### src/rtl/keyboard_to_lcd_top.sv
// PS/2 keyboard to 16x2 HD44780 LCD bridge (4-bit, write-only).
// Optional: define PS2_PARITY_CHECK_EN to drop frames with bad odd parity.
module keyboard_to_lcd_top #(
  parameter int CLK_HZ            = 100_000_000,
  parameter int TIMEOUT_CYCLES    = 2_000_000,
  parameter int E_HIGH_CYCLES     = 25,
  parameter int CMD_WAIT_CYCLES   = 4_000,
  parameter int CLEAR_WAIT_CYCLES = 200_000
) (
  input  logic       Clock_100MHz,
  input  logic       Reset_n,
  input  logic       PS2_CLK,
  input  logic       PS2_DAT,
  output logic [7:4] LCD_DB,
  output logic       LCD_E,
  output logic       LCD_RS,
  output logic       LCD_RW,
  output logic       Caps_Lock,
  output logic       Shift_on
);

  localparam int GAP_CYCLES =
    (CLK_HZ / 1_000_000 > 0) ? CLK_HZ / 1_000_000 : 1;

  localparam logic [21:0] TO_MAX   = 22'(TIMEOUT_CYCLES);
  localparam logic [21:0] PWR_LAST = 22'(TIMEOUT_CYCLES - 1);
  localparam logic [21:0] EHI_LAST = 22'(E_HIGH_CYCLES - 1);
  localparam logic [21:0] GAP_LAST = 22'(GAP_CYCLES - 1);
  localparam logic [21:0] CMD_LAST = 22'(CMD_WAIT_CYCLES - 1);
  localparam logic [21:0] CLR_LAST = 22'(CLEAR_WAIT_CYCLES - 1);

  typedef enum logic [2:0] {
    S_PWR,
    S_SETUP,
    S_EHI,
    S_HOLD,
    S_GAP,
    S_WAIT,
    S_IDLE
  } lcd_state_t;

  // ---------------- PS/2 receiver ----------------
  logic [1:0]  r_clk_sync;
  logic [1:0]  r_dat_sync;
  logic        r_clk_prev;
  logic [3:0]  r_bit_idx;
  logic [9:0]  r_frame;
  logic [21:0] r_to_cnt;
  logic        r_code_valid;
  logic [7:0]  r_code;

  logic w_ps2_clk;
  logic w_ps2_dat;
  logic w_fall;
  logic w_edge;
  logic w_frame_ok;

  assign w_ps2_clk = r_clk_sync[1];
  assign w_ps2_dat = r_dat_sync[1];
  assign w_fall    = r_clk_prev & ~w_ps2_clk;
  assign w_edge    = r_clk_prev ^ w_ps2_clk;

`ifdef PS2_PARITY_CHECK_EN
  assign w_frame_ok = ~r_frame[0] & w_ps2_dat & (^r_frame[9:1]);
`else
  logic w_unused_par;
  assign w_unused_par = r_frame[9];
  assign w_frame_ok   = ~r_frame[0] & w_ps2_dat;
`endif

  // Two-flop synchronisers; idle-high reset avoids a false edge.
  always_ff @(posedge Clock_100MHz) begin
    if (!Reset_n) begin
      r_clk_sync <= 2'b11;
      r_dat_sync <= 2'b11;
      r_clk_prev <= 1'b1;
    end else begin
      r_clk_sync <= {r_clk_sync[0], PS2_CLK};
      r_dat_sync <= {r_dat_sync[0], PS2_DAT};
      r_clk_prev <= w_ps2_clk;
    end
  end

  // Frame assembly on PS2_CLK falls, with inactivity resync.
  always_ff @(posedge Clock_100MHz) begin
    if (!Reset_n) begin
      r_bit_idx    <= 4'd0;
      r_frame      <= 10'd0;
      r_to_cnt     <= 22'd0;
      r_code_valid <= 1'b0;
      r_code       <= 8'd0;
    end else begin
      r_code_valid <= 1'b0;
      if (w_edge)
        r_to_cnt <= 22'd0;
      else if (r_to_cnt != TO_MAX)
        r_to_cnt <= r_to_cnt + 22'd1;
      if (w_fall) begin
        if (r_bit_idx == 4'd10) begin
          r_bit_idx <= 4'd0;
          if (w_frame_ok) begin
            r_code_valid <= 1'b1;
            r_code       <= r_frame[8:1];
          end
        end else begin
          r_frame[r_bit_idx] <= w_ps2_dat;
          r_bit_idx          <= r_bit_idx + 4'd1;
        end
      end else if (r_to_cnt == TO_MAX) begin
        r_bit_idx <= 4'd0;
      end
    end
  end

  // ---------------- Scan-code decoder ----------------
  function automatic logic [8:0] f_ascii(
    input logic [7:0] c,
    input logic       up,
    input logic       sh
  );
    logic [7:0] l;
    logic [7:0] d;
    logic [7:0] s;
    l = 8'd0;
    d = 8'd0;
    s = 8'd0;
    case (c)
      8'h1C: l = "a";
      8'h32: l = "b";
      8'h21: l = "c";
      8'h23: l = "d";
      8'h24: l = "e";
      8'h2B: l = "f";
      8'h34: l = "g";
      8'h33: l = "h";
      8'h43: l = "i";
      8'h3B: l = "j";
      8'h42: l = "k";
      8'h4B: l = "l";
      8'h3A: l = "m";
      8'h31: l = "n";
      8'h44: l = "o";
      8'h4D: l = "p";
      8'h15: l = "q";
      8'h2D: l = "r";
      8'h1B: l = "s";
      8'h2C: l = "t";
      8'h3C: l = "u";
      8'h2A: l = "v";
      8'h1D: l = "w";
      8'h22: l = "x";
      8'h35: l = "y";
      8'h1A: l = "z";
      8'h16: begin d = "1"; s = "!"; end
      8'h1E: begin d = "2"; s = "@"; end
      8'h26: begin d = "3"; s = "#"; end
      8'h25: begin d = "4"; s = "$"; end
      8'h2E: begin d = "5"; s = "%"; end
      8'h36: begin d = "6"; s = "^"; end
      8'h3D: begin d = "7"; s = "&"; end
      8'h3E: begin d = "8"; s = "*"; end
      8'h46: begin d = "9"; s = "("; end
      8'h45: begin d = "0"; s = ")"; end
      default: ;
    endcase
    if (l != 8'd0)
      return {1'b1, up ? (l - 8'h20) : l};
    if (d != 8'd0)
      return {1'b1, sh ? s : d};
    if (c == 8'h29)
      return {1'b1, 8'h20};
    return 9'd0;
  endfunction

  logic       r_ext;
  logic       r_brk;
  logic       r_caps;
  logic       r_shift;
  logic       r_pend_v;
  logic [7:0] r_pend;

  logic [8:0] w_dec;
  logic       w_prefix;
  logic       w_new_char;
  logic       w_take;

  assign w_dec    = f_ascii(r_code, r_caps ^ r_shift, r_shift);
  assign w_prefix = (r_code == 8'hE0) | (r_code == 8'hF0);
  assign w_new_char = r_code_valid & ~w_prefix & ~r_ext
                    & ~r_brk & w_dec[8];

  assign Caps_Lock = r_caps;
  assign Shift_on  = r_shift;

  // Prefix tracking and modifier state.
  always_ff @(posedge Clock_100MHz) begin
    if (!Reset_n) begin
      r_ext   <= 1'b0;
      r_brk   <= 1'b0;
      r_caps  <= 1'b0;
      r_shift <= 1'b0;
    end else if (r_code_valid) begin
      if (r_code == 8'hE0) begin
        r_ext <= 1'b1;
      end else if (r_code == 8'hF0) begin
        r_brk <= 1'b1;
      end else begin
        r_ext <= 1'b0;
        r_brk <= 1'b0;
        if (!r_ext) begin
          if (r_code == 8'h12 || r_code == 8'h59)
            r_shift <= ~r_brk;
          else if (r_code == 8'h58 && !r_brk)
            r_caps <= ~r_caps;
        end
      end
    end
  end

  // One-entry pending buffer; a newer char overwrites.
  always_ff @(posedge Clock_100MHz) begin
    if (!Reset_n) begin
      r_pend_v <= 1'b0;
      r_pend   <= 8'd0;
    end else if (w_new_char) begin
      r_pend_v <= 1'b1;
      r_pend   <= w_dec[7:0];
    end else if (w_take) begin
      r_pend_v <= 1'b0;
    end
  end

  // ---------------- LCD sequencer ----------------
  lcd_state_t  r_state;
  lcd_state_t  w_next;
  logic [21:0] r_cnt;
  logic [7:0]  r_byte;
  logic        r_rs;
  logic        r_hi;
  logic        r_single;
  logic        r_clr;
  logic [3:0]  r_step;
  logic [1:0]  r_post;
  logic [4:0]  r_cursor;

  logic       w_done;
  logic       w_job_v;
  logic [7:0] w_job_byte;
  logic       w_job_rs;
  logic       w_job_single;
  logic       w_job_char;
  logic       w_launch;
  logic       w_in_nib;
  logic       w_in_byte;
  logic       w_run;
  logic       w_e;
  logic       w_act;
  logic [3:0] w_db;
  logic       w_rs;

  assign w_in_nib  = ~r_step[3] & ~r_step[2];
  assign w_in_byte = ~r_step[3] & r_step[2];
  assign w_run     = r_step[3];

  // Select the next write: init, cursor command, or char.
  always_comb begin
    w_job_v      = 1'b0;
    w_job_byte   = 8'd0;
    w_job_rs     = 1'b0;
    w_job_single = 1'b0;
    w_job_char   = 1'b0;
    unique case (1'b1)
      w_in_nib: begin
        w_job_v      = 1'b1;
        w_job_single = 1'b1;
        w_job_byte   = (r_step[1:0] == 2'd3) ? 8'h20 : 8'h30;
      end
      w_in_byte: begin
        w_job_v = 1'b1;
        case (r_step[1:0])
          2'd0:    w_job_byte = 8'h28;
          2'd1:    w_job_byte = 8'h0C;
          2'd2:    w_job_byte = 8'h06;
          default: w_job_byte = 8'h01;
        endcase
      end
      (w_run & (r_post != 2'd0)): begin
        w_job_v = 1'b1;
        case (r_post)
          2'd1:    w_job_byte = 8'hC0;
          2'd2:    w_job_byte = 8'h01;
          default: w_job_byte = 8'h80;
        endcase
      end
      (w_run & (r_post == 2'd0) & r_pend_v): begin
        w_job_v    = 1'b1;
        w_job_rs   = 1'b1;
        w_job_byte = r_pend;
        w_job_char = 1'b1;
      end
      default: ;
    endcase
  end

  // Per-state timer expiry.
  always_comb begin
    w_done = 1'b1;
    unique case (r_state)
      S_PWR:   w_done = (r_cnt == PWR_LAST);
      S_SETUP: w_done = (r_cnt == 22'd1);
      S_EHI:   w_done = (r_cnt == EHI_LAST);
      S_HOLD:  w_done = (r_cnt == 22'd1);
      S_GAP:   w_done = (r_cnt == GAP_LAST);
      S_WAIT:  w_done = (r_cnt == (r_clr ? CLR_LAST : CMD_LAST));
      default: w_done = 1'b1;
    endcase
  end

  // State register.
  always_ff @(posedge Clock_100MHz) begin
    if (!Reset_n)
      r_state <= S_PWR;
    else
      r_state <= w_next;
  end

  // Next-state logic.
  always_comb begin
    w_next = r_state;
    unique case (r_state)
      S_PWR, S_WAIT, S_IDLE:
        if (w_done) w_next = w_job_v ? S_SETUP : S_IDLE;
      S_SETUP:
        if (w_done) w_next = S_EHI;
      S_EHI:
        if (w_done) w_next = S_HOLD;
      S_HOLD:
        if (w_done)
          w_next = (r_hi & ~r_single) ? S_GAP : S_WAIT;
      S_GAP:
        if (w_done) w_next = S_SETUP;
      default:
        w_next = S_PWR;
    endcase
  end

  assign w_launch = w_done & w_job_v
                  & ((r_state == S_PWR) | (r_state == S_WAIT)
                   | (r_state == S_IDLE));
  assign w_take = w_launch & w_job_char;

  // Output decode: bus driven only around the E strobe.
  always_comb begin
    w_act = (r_state == S_SETUP) | (r_state == S_EHI)
          | (r_state == S_HOLD);
    w_e   = (r_state == S_EHI);
    w_db  = 4'd0;
    w_rs  = 1'b0;
    if (w_act) begin
      w_db = r_hi ? r_byte[7:4] : r_byte[3:0];
      w_rs = r_rs;
    end
  end

  // Timer, byte latch, init progress and cursor tracking.
  always_ff @(posedge Clock_100MHz) begin
    if (!Reset_n) begin
      r_cnt    <= 22'd0;
      r_byte   <= 8'd0;
      r_rs     <= 1'b0;
      r_hi     <= 1'b0;
      r_single <= 1'b0;
      r_clr    <= 1'b0;
      r_step   <= 4'd0;
      r_post   <= 2'd0;
      r_cursor <= 5'd0;
    end else begin
      if (w_next != r_state || r_state == S_IDLE)
        r_cnt <= 22'd0;
      else
        r_cnt <= r_cnt + 22'd1;
      if (w_launch) begin
        r_byte   <= w_job_byte;
        r_rs     <= w_job_rs;
        r_single <= w_job_single;
        r_clr    <= (w_job_byte == 8'h01) & ~w_job_rs;
        r_hi     <= 1'b1;
        if (!r_step[3]) begin
          r_step <= r_step + 4'd1;
        end else if (r_post != 2'd0) begin
          r_post <= (r_post == 2'd2) ? 2'd3 : 2'd0;
        end else if (r_cursor == 5'd15) begin
          r_post   <= 2'd1;
          r_cursor <= 5'd16;
        end else if (r_cursor == 5'd31) begin
          r_post   <= 2'd2;
          r_cursor <= 5'd0;
        end else begin
          r_cursor <= r_cursor + 5'd1;
        end
      end else if (r_state == S_GAP && w_done) begin
        r_hi <= 1'b0;
      end
    end
  end

  // Registered LCD pins.
  always_ff @(posedge Clock_100MHz) begin
    if (!Reset_n) begin
      LCD_DB <= 4'd0;
      LCD_E  <= 1'b0;
      LCD_RS <= 1'b0;
    end else begin
      LCD_DB <= w_db;
      LCD_E  <= w_e;
      LCD_RS <= w_rs;
    end
  end

  assign LCD_RW = 1'b0;

endmodule

### config.mk
export PLATFORM = sky130hd
export DESIGN_NAME = keyboard_to_lcd_top
export DESIGN_NICKNAME = d
export VERILOG_FILES = /design/src/rtl/keyboard_to_lcd_top.sv
export SDC_FILE = /design/constraint.sdc
export NUM_CORES = 1
export LEC_CHECK = 0
export ABC_AREA = 1
export BUFFER_PORTS_ARGS = -buffer_cell sky130_fd_sc_hd__clkbuf_2
export CORE_MARGIN = 2
export CORE_UTILIZATION = 45
export CTS_BUF_LIST = sky130_fd_sc_hd__clkbuf_8
export CTS_CLUSTER_DIAMETER = 60
export DETAILED_ROUTE_END_ITERATION = 10
export PLACE_DENSITY = 0.7
export SKIP_CTS_REPAIR_TIMING = 1
export SYNTH_ARGS = -nofsm -noshare
export SYNTH_HDL_FRONTEND = slang
export SYNTH_SLANG_ARGS = --single-unit
### constraint.sdc
create_clock -name Clock_100MHz -period 5 [get_ports Clock_100MHz]
set_input_delay 1 -clock Clock_100MHz [delete_from_list [all_inputs] [get_ports Clock_100MHz]]
set_output_delay 1 -clock Clock_100MHz [all_outputs]
set_load 0.02 [all_outputs]
==> results list <==
* Result of the run: finished, final reports clean
- Starting utilization of the core area: 45.9%
- Summed over all cells, the static leakage comes to 2.78 nW.
* Portion of synthesized cell area occupied by the leading cell type: 36.6%
- Gr ovfl total: 0
- Total die area: 15100 µm²
* Total number of vias: 5970
- Largest net degree at the start of global routing: 36
- Pre-CTS worst setup slack: 2.14 ns
* Most used cell along the critical path: sky130_fd_sc_hd__nand2_1
* Final hold violation count: 0
- Dividing the detail-routed wire length by the instance count gives 11.8 µm.
* Crit path launch type: flip-flop
- Max H-tree Level: 4
- The floorplan step defined a core boundary enclosing 13800 µm².
- The first global-routing pass estimated 23.7 mm of wire.
- The tree is rooted in a sky130_fd_sc_hd__clkbuf_8.
* Cell Area, Synth: 6350 µm²
- Across every metal layer, demand over resource in global routing totals 19.5%.
* Dominant delay contributor by cell family on the critical path: simple AND/OR/NAND/NOR gates
- TritonCTS clock tree: yes
- For this block, the initial DRC count from the detailed router was 454.
* WS Path Type: flip-flop to flip-flop
- RSZ-0062 raised after global routing: false
* TNS Setup: 0 ns
- Of the synthesized area, sequential elements account for 36.6%.
* Relative area change from synthesis to final layout: 8.12%
- The detail route stage leaves a number of antenna-violating nets equal to 0.
- Number of violations of the max-capacitance limit: 0
* Cell with the largest stage delay on the worst path: sky130_fd_sc_hd__dfxtp_1
- For this run, the number of Yosys warnings is 0.
- After clock tree synthesis, the clock-pin slew on the worst setup and hold paths is 0.06 ns.
- Worst Hold Class: flip-flop to flip-flop
- For the pin with the worst max-slew slack, the measured transition is 1.03 ns.
* Cell breakdown of the critical path: inv_2 > nand2_2 > nand2_1 > inv_1 > nand2_1 > nand2_1 > nor2_1 > nand2_1 > nor2_2 > nand3_4 > nand3_1 > nor3b_1
* Critical Path Max Stage Delay: 0.66 ns
- The number of max-slew violations in the final report is 0.
- The congestion estimate from routability-driven global placement came to 0.925.
- The number of nets handed over by synthesis was 987.
- Inserted Clock Buffers: 17
- Detailed-route wire length: 13.8 mm
- Number of diodes added for antenna fixing: 0
- Based on the critical path, the design can be clocked at up to 383 MHz.
- Die width: 123 µm
- In the post-route analysis, the smallest setup slack over all paths is 2.39 ns.
- Pin placement for this block handled 13 I/O pins.
* Number of core rows: 43
- Data on the critical path arrives at its endpoint at 2.93 ns.
- Crit path buffers/inverters: 2
* Synth Area per Inst: 6.55 µm²
- Die span in y: 123 µm
- Part of the cycle the worst path needs: 52.2%
- Data on the critical path is required at its endpoint by 5.32 ns.
* Vias in the first global route: 5351
- Number of sinks on the clock net: 116
* Number of nets in the layout: 997
- The design draws 0.00175 W.
* Cell type with the highest aggregate area in the netlist: sky130_fd_sc_hd__dfxtp_1
- Ranked by total cell area, the synthesized netlist is headed by sky130_fd_sc_hd__dfxtp_1 (37%), sky130_fd_sc_hd__nand2_1 (11%), sky130_fd_sc_hd__nor2_1 (9.2%).
- Ratio of cells with drive above 1 in the final layout: 7.46%
- Summed over all nets, the half-perimeter wirelength after detailed placement is 10.3 mm.
- Final Skew: 0.0122 ns
- The clock passes through at most 2 buffers.
- The number of antenna violations at the first check in global routing is 0.
- Synthesis produced 970 cells.
* Worst IR drop on VDD: 178 µV
- Flop and latch count out of synthesis: 116
* Post-route DRC violation count: 0
* First-pass iteration count of the detailed router: 5
- During placement, the flow inserted port buffers numbering 11.
- Final number of setup-violating endpoints: 0
* Tmin final: 2.61 ns
- Power density over the cells: 255 nW/µm²
- Across all register-to-register paths, the minimum setup slack is 2.39 ns.
- Via/cell ratio: 5.09
- Clk_lat worst skew: 0.43 ns
- STA classifies the critical path endpoint as a flip-flop.
* Worst slew margin relative to its limit: 31.1%
* Maximum fanout along the worst path: 22
- Yosys mapped the design onto 42 distinct sky130hd cell types.
==> cell usage in the layout, fill, tap and decap left out, types with 13 or more instances in the layout <==
cell type	count
sky130_fd_sc_hd__a21oi_1	83
sky130_fd_sc_hd__clkbuf_8	21
sky130_fd_sc_hd__dfxtp_1	116
sky130_fd_sc_hd__ha_1	13
sky130_fd_sc_hd__inv_1	144
sky130_fd_sc_hd__nand2_1	193
sky130_fd_sc_hd__nand3_1	49
sky130_fd_sc_hd__nand4_1	25
sky130_fd_sc_hd__nor2_1	155
sky130_fd_sc_hd__nor3_1	28
sky130_fd_sc_hd__nor4_1	15
sky130_fd_sc_hd__o21ai_0	57
==> power by group <==
group          total (W)  switching, W  internal [W]
Combinational  0.0000796     0.0000560     0.0000236
Clock           0.000731      0.000352      0.000379
Sequential      0.000943     0.0000107      0.000932
==> final timing paths <==
check                             end                      from  cells after the start
max               r_cnt[2]$_SDFF_PP0_     r_state[0]$_SDFF_PN0_                     12
min          r_clk_sync[1]$_SDFF_PN1_  r_clk_sync[0]$_SDFF_PN1_                      1
max reg2reg       r_cnt[2]$_SDFF_PP0_     r_state[0]$_SDFF_PN0_                     12
min reg2reg  r_clk_sync[1]$_SDFF_PN1_  r_clk_sync[0]$_SDFF_PN1_                      1
==> routing by layer <==
layer	global-route usage, %	vias up	share of wire, %
met5	0	-	0
met4	7.04	0	1.5
met3	5.76	19	4.6
met2	30.9	129	46
met1	25.0	2649	48
li1	-	3173	-
==> cell type report <==
| type | count | area [µm²] |
|---|---|---|
| Clock buffer | 21 | 289 |
| Clock inverter | 10 | 43.8 |
| Fill cell | 1367 | 6960 |
| Inverter | 145 | 544 |
| Multi-Input combinational cell | 689 | 3390 |
| Sequential cell | 116 | 2320 |
| Tap cell | 180 | 225 |
| Timing Repair Buffer | 11 | 55.1 |
==> cell families (layout without fill, tap and decap cells) <==
group,count (synthesis),count (layout),share of synthesized area (%)
AO/OA/AOI/OAI,160,160,13.3
XOR/XNOR,13,13,1.79
adder cells (fa/ha/maj),13,13,2.56
buffers and inverters,165,187,10.1
flip-flops,116,116,36.6
other,1,1,0.0590
AND/OR/NAND/NOR,502,502,35.6
==> state kept, by name, summed over array words and instances (netlist names), 2 cells and up <==
| signal | flops |
|---|---|
| r_clk_sync | 2 |
| r_byte | 8 |
| r_step | 4 |
| r_state | 3 |
| r_to_cnt | 22 |
| r_cnt | 22 |
| r_cursor | 5 |
| r_post | 2 |
| r_dat_sync | 2 |
| r_frame | 9 |
| r_code | 8 |
| r_bit_idx | 4 |
| LCD_DB | 4 |
| r_pend | 8 |
==> cell usage after synthesis <==
| cell | instances |
|---|---|
| sky130_fd_sc_hd__a221oi_1 | 1 |
| sky130_fd_sc_hd__o21a_1 | 3 |
| sky130_fd_sc_hd__nor3_1 | 28 |
| sky130_fd_sc_hd__nand4_2 | 1 |
| sky130_fd_sc_hd__or4_1 | 1 |
| sky130_fd_sc_hd__nand2_2 | 5 |
| sky130_fd_sc_hd__nand2_1 | 193 |
| sky130_fd_sc_hd__nand4_1 | 25 |
| sky130_fd_sc_hd__nor4_1 | 15 |
| sky130_fd_sc_hd__or2_0 | 1 |
| sky130_fd_sc_hd__nand3b_1 | 2 |
| sky130_fd_sc_hd__o21bai_1 | 1 |
| sky130_fd_sc_hd__buf_4 | 3 |
| sky130_fd_sc_hd__inv_1 | 139 |
| sky130_fd_sc_hd__inv_2 | 6 |
| sky130_fd_sc_hd__or2_2 | 7 |
| sky130_fd_sc_hd__nor3_2 | 2 |
| sky130_fd_sc_hd__clkbuf_1 | 12 |
| sky130_fd_sc_hd__a31oi_1 | 7 |
| sky130_fd_sc_hd__nor3b_1 | 2 |
| sky130_fd_sc_hd__nand3_4 | 4 |
| sky130_fd_sc_hd__o22ai_1 | 1 |
| sky130_fd_sc_hd__o2111ai_1 | 1 |
| sky130_fd_sc_hd__a21oi_1 | 83 |
| sky130_fd_sc_hd__nor2_1 | 155 |
| sky130_fd_sc_hd__nor2_2 | 6 |
| sky130_fd_sc_hd__nand3_1 | 49 |
| sky130_fd_sc_hd__o211ai_1 | 2 |
| sky130_fd_sc_hd__nand3_2 | 4 |
| sky130_fd_sc_hd__nand2_4 | 1 |
| sky130_fd_sc_hd__buf_2 | 3 |
| sky130_fd_sc_hd__conb_1 | 1 |
| sky130_fd_sc_hd__nor2_4 | 1 |
| sky130_fd_sc_hd__o21ai_0 | 57 |
| sky130_fd_sc_hd__a32oi_1 | 1 |
| sky130_fd_sc_hd__xnor2_1 | 3 |
| sky130_fd_sc_hd__xor2_1 | 10 |
| sky130_fd_sc_hd__buf_1 | 1 |
| sky130_fd_sc_hd__a211oi_1 | 3 |
| sky130_fd_sc_hd__dfxtp_1 | 116 |
| sky130_fd_sc_hd__buf_6 | 1 |
| sky130_fd_sc_hd__ha_1 | 13 |
==> stage by stage <==
stage               std cells  instance area [µm²]  hold WS (ns)  util [%]
floorplan                 970                 6350         0.393         -
global placement         1141                 6540         0.395      47.3
detailed placement       1141                 6540         0.405      47.3
CTS                      1172                 6870         0.420      49.7
global route             1172                 6870         0.437      49.7
finish                   1172                 6870         0.417      49.7
Note: power is estimated with default switching activity, not from simulation.
